### src/rtl/result_display_if.sv
// Handshake and display bundle between the ALU side and result_display.
// The master drives the conversion request; the slave returns the display.
interface result_display_if #(
    parameter int WIDTH = 9
);
    logic             start;
    logic [WIDTH-1:0] value;
    logic             o_flag_in;
    logic             busy;
    logic             done;
    logic [13:0]      ss;
    logic             red;
    logic             blue;

    modport master (
        output start,
        output value,
        output o_flag_in,
        input  busy,
        input  done,
        input  ss,
        input  red,
        input  blue
    );

    modport slave (
        input  start,
        input  value,
        input  o_flag_in,
        output busy,
        output done,
        output ss,
        output red,
        output blue
    );
endinterface

### src/rtl/result_display.sv
// Two's-complement result to two seven-segment digits.
// Sequential double-dabble with start/busy/done; display holds last value.
module result_display #(
    parameter int WIDTH         = 9,
    parameter bit BLANK_LEADING = 1'b1
) (
    input  logic            clk,
    input  logic            nrst,
    result_display_if.slave bus
);

    typedef enum logic [1:0] {
        S_IDLE,
        S_SHIFT,
        S_DONE
    } state_t;

    localparam int CNT_W = $clog2(WIDTH + 1);
    localparam logic [CNT_W-1:0] LAST_CNT = CNT_W'(WIDTH - 1);
    localparam logic [6:0] SEG_DASH = 7'h40;
    localparam logic [6:0] SEG_OFF  = 7'h00;
    localparam logic [13:0] SS_RST  = {7'h00, 7'h3F};

    state_t           r_state;
    state_t           w_state_nxt;
    logic             w_accept;

    logic [WIDTH-1:0] r_mag;
    logic [11:0]      r_bcd;
    logic [CNT_W-1:0] r_cnt;
    logic             r_neg;
    logic             r_nz;
    logic             r_ovf;
    logic             r_busy;
    logic             r_done;
    logic [13:0]      r_ss;
    logic             r_red;
    logic             r_blue;

    logic [WIDTH-1:0] w_abs;
    logic [11:0]      w_bcd_adj;
    logic             w_err;
    logic [6:0]       w_seg_tens;
    logic [6:0]       w_seg_ones;

    function automatic logic [6:0] f_seg(input logic [3:0] i_d);
        logic [6:0] w_s;
        case (i_d)
            4'd0:    w_s = 7'h3F;
            4'd1:    w_s = 7'h06;
            4'd2:    w_s = 7'h5B;
            4'd3:    w_s = 7'h4F;
            4'd4:    w_s = 7'h66;
            4'd5:    w_s = 7'h6D;
            4'd6:    w_s = 7'h7D;
            4'd7:    w_s = 7'h07;
            4'd8:    w_s = 7'h7F;
            4'd9:    w_s = 7'h6F;
            default: w_s = SEG_OFF;
        endcase
        return w_s;
    endfunction

    function automatic logic [11:0] f_add3(input logic [11:0] i_b);
        logic [11:0] w_b;
        w_b = i_b;
        for (int i = 0; i < 3; i++) begin
            if (w_b[4*i +: 4] >= 4'd5) begin
                w_b[4*i +: 4] = w_b[4*i +: 4] + 4'd3;
            end
        end
        return w_b;
    endfunction

    // -256 negates to itself, which reads correctly as unsigned 256.
    assign w_abs = bus.value[WIDTH-1] ? (~bus.value + WIDTH'(1))
                                      : bus.value;

    assign w_bcd_adj = f_add3(r_bcd);

    assign w_err = r_ovf | (r_bcd[11:8] != 4'd0);

    assign w_seg_ones = f_seg(r_bcd[3:0]);
    assign w_seg_tens = (BLANK_LEADING && (r_bcd[7:4] == 4'd0))
                      ? SEG_OFF : f_seg(r_bcd[7:4]);

    // State register.
    always_ff @(posedge clk or negedge nrst) begin
        if (!nrst) begin
            r_state <= S_IDLE;
        end else begin
            r_state <= w_state_nxt;
        end
    end

    // Next-state logic; start is only honoured while idle.
    always_comb begin
        w_state_nxt = r_state;
        w_accept    = 1'b0;
        unique case (r_state)
            S_IDLE: begin
                if (bus.start) begin
                    w_accept    = 1'b1;
                    w_state_nxt = S_SHIFT;
                end
            end
            S_SHIFT: begin
                if (r_cnt == LAST_CNT) begin
                    w_state_nxt = S_DONE;
                end
            end
            S_DONE: begin
                w_state_nxt = S_IDLE;
            end
            default: begin
                w_state_nxt = S_IDLE;
            end
        endcase
    end

    // Capture, shift-add-3 conversion and display update.
    always_ff @(posedge clk or negedge nrst) begin
        if (!nrst) begin
            r_mag  <= '0;
            r_bcd  <= '0;
            r_cnt  <= '0;
            r_neg  <= 1'b0;
            r_nz   <= 1'b0;
            r_ovf  <= 1'b0;
            r_busy <= 1'b0;
            r_done <= 1'b0;
            r_ss   <= SS_RST;
            r_red  <= 1'b0;
            r_blue <= 1'b0;
        end else begin
            r_done <= 1'b0;
            if (w_accept) begin
                r_mag  <= w_abs;
                r_bcd  <= '0;
                r_cnt  <= '0;
                r_neg  <= bus.value[WIDTH-1];
                r_nz   <= |bus.value;
                r_ovf  <= bus.o_flag_in;
                r_busy <= 1'b1;
            end else if (r_state == S_SHIFT) begin
                {r_bcd, r_mag} <= {w_bcd_adj, r_mag} << 1;
                r_cnt          <= r_cnt + CNT_W'(1);
            end else if (r_state == S_DONE) begin
                r_busy <= 1'b0;
                r_done <= 1'b1;
                r_red  <= w_err;
                r_blue <= r_neg & r_nz;
                r_ss   <= w_err ? {SEG_DASH, SEG_DASH}
                                : {w_seg_tens, w_seg_ones};
            end
        end
    end

    assign bus.busy = r_busy;
    assign bus.done = r_done;
    assign bus.ss   = r_ss;
    assign bus.red  = r_red;
    assign bus.blue = r_blue;

endmodule

### src/flat_wrapper.sv
// flat-port wrapper written by rule: the top's interface ports become plain ports
module result_display_flat 
#(
    parameter int WIDTH         = 9,
    parameter bit BLANK_LEADING = 1'b1
)
  (clk, nrst, bus_start, bus_value, bus_o_flag_in, bus_busy, bus_done, bus_ss, bus_red, bus_blue);
  result_display_if #(.WIDTH(WIDTH)) bus_i ();
  input  logic clk;
  input  logic nrst;
  input wire logic [$bits(bus_i.start)-1:0] bus_start;
  input wire logic [$bits(bus_i.value)-1:0] bus_value;
  input wire logic [$bits(bus_i.o_flag_in)-1:0] bus_o_flag_in;
  output wire logic [$bits(bus_i.busy)-1:0] bus_busy;
  output wire logic [$bits(bus_i.done)-1:0] bus_done;
  output wire logic [$bits(bus_i.ss)-1:0] bus_ss;
  output wire logic [$bits(bus_i.red)-1:0] bus_red;
  output wire logic [$bits(bus_i.blue)-1:0] bus_blue;
  assign bus_i.start = bus_start;
  assign bus_i.value = bus_value;
  assign bus_i.o_flag_in = bus_o_flag_in;
  assign bus_busy = bus_i.busy;
  assign bus_done = bus_i.done;
  assign bus_ss = bus_i.ss;
  assign bus_red = bus_i.red;
  assign bus_blue = bus_i.blue;
  result_display #(.WIDTH(WIDTH), .BLANK_LEADING(BLANK_LEADING)) u_core (.clk(clk), .nrst(nrst), .bus(bus_i));
endmodule
### config.mk
export PLATFORM = sky130hd
export DESIGN_NAME = result_display_flat
export DESIGN_NICKNAME = d
export VERILOG_FILES = /design/src/rtl/result_display_if.sv /design/src/rtl/result_display.sv /design/src/flat_wrapper.sv
export SDC_FILE = /design/constraint.sdc
export NUM_CORES = 1
export LEC_CHECK = 0
export ABC_AREA = 1
export BUFFER_PORTS_ARGS = -buffer_cell sky130_fd_sc_hd__buf_2
export CORE_MARGIN = 5
export CORE_UTILIZATION = 55
export DETAILED_ROUTE_END_ITERATION = 7
export PLACE_DENSITY_LB_ADDON = 0.3
export REMOVE_ABC_BUFFERS = 1
export SYNTH_ARGS = -nofsm -noshare
export SYNTH_HDL_FRONTEND = slang
export SYNTH_SLANG_ARGS = --single-unit
### constraint.sdc
create_clock -name clk -period 3.4 [get_ports clk]
set_input_delay 0.51 -clock clk [delete_from_list [all_inputs] [get_ports clk]]
set_output_delay 0.51 -clock clk [all_outputs]
set_load 0.005 [all_outputs]
==> impl_metrics.env, run 1 <==
export IMPL_run_status="complete, no violations"
export IMPL_die_area_mm2=0.00621
export IMPL_nets=384
export IMPL_finalClockSkew_ns=0.00735
export IMPL_synth_seq_cells=48
export IMPL_area_delta_synth_final_pct=10.3
export IMPL_cts_resized=0
export IMPL_synthArstFlopShare_pct=100
export IMPL_crit_fanout=11
export IMPL_synth_flop_cell="dfrtp_1"
export IMPL_final_setup_tns_ns=0
export IMPL_overflow=0
export IMPL_detail_route_vias_per_cell=5.18
export IMPL_place_congestion=0.821
export IMPL_fin_area_mm2=0.00287
export IMPL_period_share_pct=52.5
export IMPL_hold_path_class="in -> async"
export IMPL_rsz0062_at_grt="false"
export IMPL_antenna_found_initial=0
export IMPL_power_density_mw_per_mm2=844
export IMPL_worstSetupStartpointType="flop"
export IMPL_die_y_um=78.8
export IMPL_placed_area_mm2=0.00278
export IMPL_criticalPathCategory="reg -> reg"
export IMPL_endpoint_kind="flop"
export IMPL_setup_viol=0
export IMPL_routedWlPerCell_um=12.5
export IMPL_cts_hold_buf=0
export IMPL_vias=2114
export IMPL_worst_slew_pin_slew_ns=1.02
export IMPL_grt_pass1_vias=1944
export IMPL_synth_area_top_cells="dfrtp_1 (40%), nand2_1 (11%), ha_1 (8.7%)"
export IMPL_cts_setup_buffers=0
export IMPL_drtPass1Iterations=4
export IMPL_routed_wl_um=5120
export IMPL_cp_arrival_ns=1.96
export IMPL_synth_top_area_share_pct=40.4
export IMPL_path_clk_slew_ns=0.08
export IMPL_setup_ws_ns=1.61
export IMPL_synth_edf_count=0
export IMPL_maxSlewViolCount=0
export IMPL_grt_total_usage_pct=17.6
export IMPL_max_cap_viol_count=0
export IMPL_netlist_area_mm2=0.00260
export IMPL_io_buffers=30
export IMPL_grt_max_degree=49
export IMPL_grt_pass1_wl_um=8740
export IMPL_place_ws_ns=1.57
export IMPL_synth_top_cells_by_count="nand2_1 (78), dfrtp_1 (42), nor2_1 (37)"
export IMPL_ys_seq_area_share_pct=46.4
export IMPL_ant_nets=0
export IMPL_yosysTopAreaCell="dfrtp_1"
export IMPL_fp_row_count=25
export IMPL_required_ns=3.58
export IMPL_synth_warnings=0
export IMPL_syn_instance_count=324
export IMPL_max_freq_mhz=560
export IMPL_fill_cells=440
export IMPL_relSlewSlack_pct=32.1
export IMPL_hpwl_um=3650
export IMPL_io_pins=31
export IMPL_syn_area_per_cell_um2=8.03
export IMPL_p_total_uw=2420
export IMPL_drt_initial_drc_count=150
export IMPL_dieWidth_um=78.8
export IMPL_peakVddDrop_v=0.000394
export IMPL_yosysMostFrequentCell="nand2_1"
export IMPL_finalHoldViolations=0
export IMPL_cts_buffers=5
export IMPL_drc=0
export IMPL_coreArea_mm2=0.00466
export IMPL_antenna_cells_inserted=0
export IMPL_fin_crit_ns=1.79
export IMPL_p_leak_uw=0.00150
export IMPL_cts_buffer_depth=2
export IMPL_insertion_delay_ns=0.30
export IMPL_drive_above_1_share_pct=14.4
export IMPL_h_tree_depth=2
export IMPL_initial_utilization_pct=55.8
export IMPL_r2r_cells=6
export IMPL_cts_sinks=48
export IMPL_cts_tree="built"
export IMPL_root_buffer="clkbuf_8"
export IMPL_ys_types=29
==> cell usage in the layout, fill, tap and decap left out <==
cell / Yosys / layout
a22oi_1: 1 / 1
nand2_4: 1 / 1
inv_2: 2 / 2
nor3_4: 1 / 1
nand3_1: 17 / 17
nand3b_1: 2 / 2
buf_2: 4 / 30
nand4_1: 1 / 1
ha_1: 18 / 18
nand2_1: 78 / 78
o32ai_1: 2 / 2
nand2_2: 4 / 4
a21oi_1: 9 / 9
clkbuf_1: 3 / 2
o21a_1: 1 / 1
nor3_1: 4 / 4
inv_1: 36 / 36
dfstp_2: 6 / 6
dfrtp_1: 42 / 42
o21ai_1: 10 / 10
xor2_1: 3 / 3
or2_2: 1 / 1
o211ai_1: 3 / 3
nor2_1: 37 / 37
o21ai_0: 34 / 34
clkbuf_8: 0 / 6
o221ai_1: 1 / 1
o22ai_1: 1 / 1
a22o_1: 1 / 1
==> cell families after synthesis <==
logic type      after synthesis  synth area share, %
xor+xnor                      3                 1.01
compound gates               63                 13.2
flops                        48                 46.4
buf+inv                      46                 6.97
fa+ha+maj                    18                 8.65
simple gates                146                 23.7
==> sequential cells by signal, summed over array words and instances (netlist names) <==
name             count
u_core.bus.blue      1
u_core.bus.ss       14
u_core.bus.red       1
u_core.r_ovf         1
u_core.r_mag         9
u_core.bus.busy      1
u_core.r_bcd        12
u_core.r_state       2
u_core.r_nz          1
u_core.bus.done      1
u_core.r_neg         1
u_core.r_cnt         4
==> worst max-delay path, stage by stage (launching register included) <==
cell	delay [ns]
dfrtp_1	0.41
inv_1	0.10
nand2_1	0.09
nor2_1	0.55
inv_2	0.21
o21ai_0	0.21
o21ai_0	0.09
==> report_power, final <==
part	leakage (µW)	internal (µW)	switching, µW
Combinational	0.000883	404	672
Sequential	0.000573	819	181
Clock	0.0000455	166	183
==> path summary, 6_finish.rpt <==
check                                   from                end  slack (ns)
max                        u_core.r_state[1]    u_core.r_mag[1]        1.61
min                                     nrst  u_core.bus.ss[12]        0.38
max reg2reg                u_core.r_state[1]    u_core.r_mag[1]        1.61
min reg2reg                 u_core.bus.ss[5]   u_core.bus.ss[5]        0.47
max in group asynchronous               nrst    u_core.r_cnt[2]        2.39
min in group clk               bus_o_flag_in       u_core.r_ovf        0.45
==> metrics by stage <==
stage          utilization, %  std cells  hold slack [ns]
2_1_floorplan               -        316            0.214
3_3_place_gp             59.7        400            0.460
3_5_place_dp             59.7        400            0.462
4_1_cts                  61.6        408            0.425
5_1_grt                  61.6        408            0.442
6_report                 61.6        408            0.377
==> final cells by class <==
cell class / count / area, µm² / area share, %
clock buffers: 8 / 90.1 / 3.14
inverters: 38 / 143 / 4.97
multi-input cells: 230 / 1210 / 42.2
flip-flops and latches: 48 / 1210 / 42.1
well taps: 54 / 67.6 / 2.35
repair buffers: 30 / 150 / 5.23
==> routing by layer <==
layer / part of all wire, % / vias to the layer above / global-route usage, %
met1: 48 / 975 / 23.5
met5: 0 / - / 0
met4: 1.2 / 0 / 4.72
li1: - / 1095 / -
met2: 46 / 39 / 28.9
met3: 4.7 / 5 / 3.74
No activity file was read; power rests on OpenSTA's default activity.
==> run 2, diff against run 1 <==
- ABC_AREA: 1 -> 0
- clock period: 3.4 -> 1.8 ns (I/O delays scaled with it)
==> impl_metrics.env, run 2 <==
export IMPL_run_status="complete, no violations"
export IMPL_r2r_start="u_core.r_bcd[4]"
export IMPL_grt_pass1_wl_um=9290
export IMPL_hpwl_um=3720
export IMPL_power_frac_comb_pct=41.2
export IMPL_layout_common_cells="dfrtp_1 (42), o21ai_0 (38), nand2_1 (38)"
export IMPL_nets=342
export IMPL_grt_pass1_vias=2082
export IMPL_fin_crit_ns=1.68
export IMPL_relSlewSlack_pct=69.6
export IMPL_drt_initial_drc_count=79
export IMPL_min_delay_start="bus_o_flag_in"
export IMPL_routedWlPerCell_um=13.8
export IMPL_cts_buffer_depth=2
export IMPL_busiest_layer="met2"
export IMPL_detail_route_vias_per_cell=5.47
export IMPL_period_share_pct=93.1
export IMPL_yosysTopAreaCell="dfrtp_1"
export IMPL_grtUsageMet2_pct=32.0
export IMPL_synth_area_top_cells="dfrtp_1 (41%), ha_1 (8.7%), o21ai_0 (7.3%)"
export IMPL_finalClockSkew_ns=0.00675
export IMPL_critical_path_cell_chain="inv_1 -> ha_1 -> or3_1 -> a21oi_1 -> o32a_1"
export IMPL_ant_nets=0
export IMPL_power_frac_clock_pct=18.1
export IMPL_p_seq_share_pct=40.7
export IMPL_grt_total_usage_pct=18.9
export IMPL_synth_top_cells_by_count="dfrtp_1 (42), nand2_1 (38), o21ai_0 (38)"
export IMPL_largest_reg_flops=14
export IMPL_root_buffer="clkbuf_8"
export IMPL_maxSlewViolCount=0
export IMPL_die_y_um=78.7
export IMPL_endpoint_kind="flop"
export IMPL_setup_viol=0
export IMPL_syn_area_per_cell_um2=9.40
export IMPL_rsz0062_at_grt="false"
export IMPL_cts_sinks=48
export IMPL_io_pins=31
export IMPL_die_area_mm2=0.00619
export IMPL_syn_instance_count=276
export IMPL_finalHoldViolations=0
export IMPL_io_buffers=30
export IMPL_cp_arrival_ns=1.91
export IMPL_r2r_setup_slack_ns=0.12
export IMPL_r2r_cells=5
export IMPL_criticalPathCategory="reg -> reg"
export IMPL_p_total_uw=4640
export IMPL_yosysMostFrequentCell="dfrtp_1"
export IMPL_overflow=0
export IMPL_crit_fanout=5
export IMPL_h_tree_depth=2
export IMPL_p_leak_uw=0.00141
export IMPL_worstSetupStartpointType="flop"
export IMPL_insertion_delay_ns=0.30
export IMPL_synth_warnings=0
export IMPL_power_density_mw_per_mm2=1560
export IMPL_grt_max_degree=31
export IMPL_cts_tree="built"
export IMPL_max_cap_viol_count=0
export IMPL_fin_area_mm2=0.00298
export IMPL_area_delta_synth_final_pct=14.8
export IMPL_drc=0
export IMPL_synth_flop_cell="dfrtp_1"
export IMPL_cts_buffers=5
export IMPL_netlist_area_mm2=0.00259
export IMPL_r2r_end="u_core.bus.ss[13]"
export IMPL_hold_path_class="in -> reg"
export IMPL_initial_utilization_pct=55.7
export IMPL_required_ns=2.04
export IMPL_coreArea_mm2=0.00466
export IMPL_switching_share_pct=37.7
export IMPL_ys_types=42
export IMPL_peakVddDrop_v=0.000750
export IMPL_max_freq_mhz=597
export IMPL_layout_commonest_cell="dfrtp_1"
export IMPL_routed_wl_um=5050
export IMPL_p_switching_uw=1750
export IMPL_path_clk_slew_ns=0.08
export IMPL_synth_seq_cells=48
export IMPL_vias=2001
export IMPL_synth_top_area_share_pct=40.5
export IMPL_startpoint="u_core.r_bcd[4]"
export IMPL_synth_edf_count=0
export IMPL_worst_path_largest_cell_delay_ns=0.46
export IMPL_antenna_cells_inserted=0
export IMPL_drive_above_1_share_pct=20.2
export IMPL_ys_seq_area_share_pct=46.6
export IMPL_slowest_stage="dfrtp_1"
export IMPL_dieWidth_um=78.7
export IMPL_place_congestion=0.793
export IMPL_cts_setup_buffers=0
export IMPL_antenna_found_initial=0
export IMPL_drtPass1Iterations=4
export IMPL_synthArstFlopShare_pct=100
export IMPL_final_setup_tns_ns=0
export IMPL_p_int_uw=2890
export IMPL_worst_slew_pin_slew_ns=0.456
export IMPL_crit_end="u_core.bus.ss[13]"
export IMPL_fp_row_count=25
export IMPL_use_met3_pct=3.56
export IMPL_use_met1_pct=23.4
export IMPL_placed_area_mm2=0.00284
[run 2: repair_timing]
item                       in CTS  in global routing
setup endpoints to repair       0                  1
hold endpoints to repair       18                  0
resized for setup               0                  1
hold buffers                    1                  0
[run 2: power groups by stage]
stage / registers, µW / logic, µW / clock network, µW
floorplan: 1820 / 1330 / 0
detailed placement: 1900 / 1900 / 0
finish: 1890 / 1910 / 840
global placement: 1890 / 1840 / 0
CTS: 1890 / 1920 / 865
global route: 1960 / 2220 / 911
[run 2: final cells by class]
type	instances	area [µm²]
clock buffers	7	96.3
repair buffers	41	248
flip-flops and latches	48	1210
fillers	404	1680
well taps	54	67.6
inverters	15	56.3
multi-input cells	200	1270
clock inverters	1	30.0
[run 2: logic make-up (layout without fill, tap and decap cells)]
family / after synthesis / after routing / share of synthesized area (%)
AOI/OAI and AO/OA: 78 / 78 / 17.6
xor gates and xnor gates: 10 / 10 / 3.38
adders and majority gates: 18 / 18 / 8.68
DFF: 48 / 48 / 46.6
muxes: 4 / 4 / 1.54
buffers and inverters: 28 / 64 / 4.53
and+or+nand+nor: 90 / 90 / 17.7
[run 2: how the worst min path moves through the flow]
| stage | cells after the start | endpoint | slack [ns] |
|---|---|---|---|
| detailed placement | 1 | u_core.bus.ss[10] | 0.25 |
| CTS | 3 | u_core.r_ovf | 0.15 |
| finish | 3 | u_core.r_ovf | 0.16 |
| global placement | 1 | u_core.bus.ss[10] | 0.24 |
| floorplan | 0 | u_core.bus.blue | -0.03 |
| global route | 3 | u_core.r_ovf | 0.18 |
[run 2: critical path, delay by kind of cell, from the launching register on]
family	cells	cell delay (ns)
simple gates	1	0.37
flops	1	0.46
fa+ha+maj	1	0.26
buf+inv	1	0.16
compound gates	2	0.36
[run 2: layer usage]
| metal | part of all wire, % | up-vias |
|---|---|---|
| met3 | 4.1 | 11 |
| met1 | 45 | 939 |
| met4 | 2.5 | 0 |
| met5 | 0 | - |
| met2 | 48 | 38 |
| li1 | - | 1013 |
[run 2: metrics by stage]
step / instances / setup WS, ns / hold slack, ns / util (%)
final: 366 / 0.124 / 0.155 / 63.9
after global routing: 366 / 0.0120 / 0.175 / 63.9
after CTS: 366 / 0.123 / 0.147 / 63.8
after detailed placement: 357 / 0.135 / 0.246 / 60.9
after global placement: 357 / 0.172 / 0.238 / 60.9
after floorplan: 263 / 0.277 / -0.0256 / -
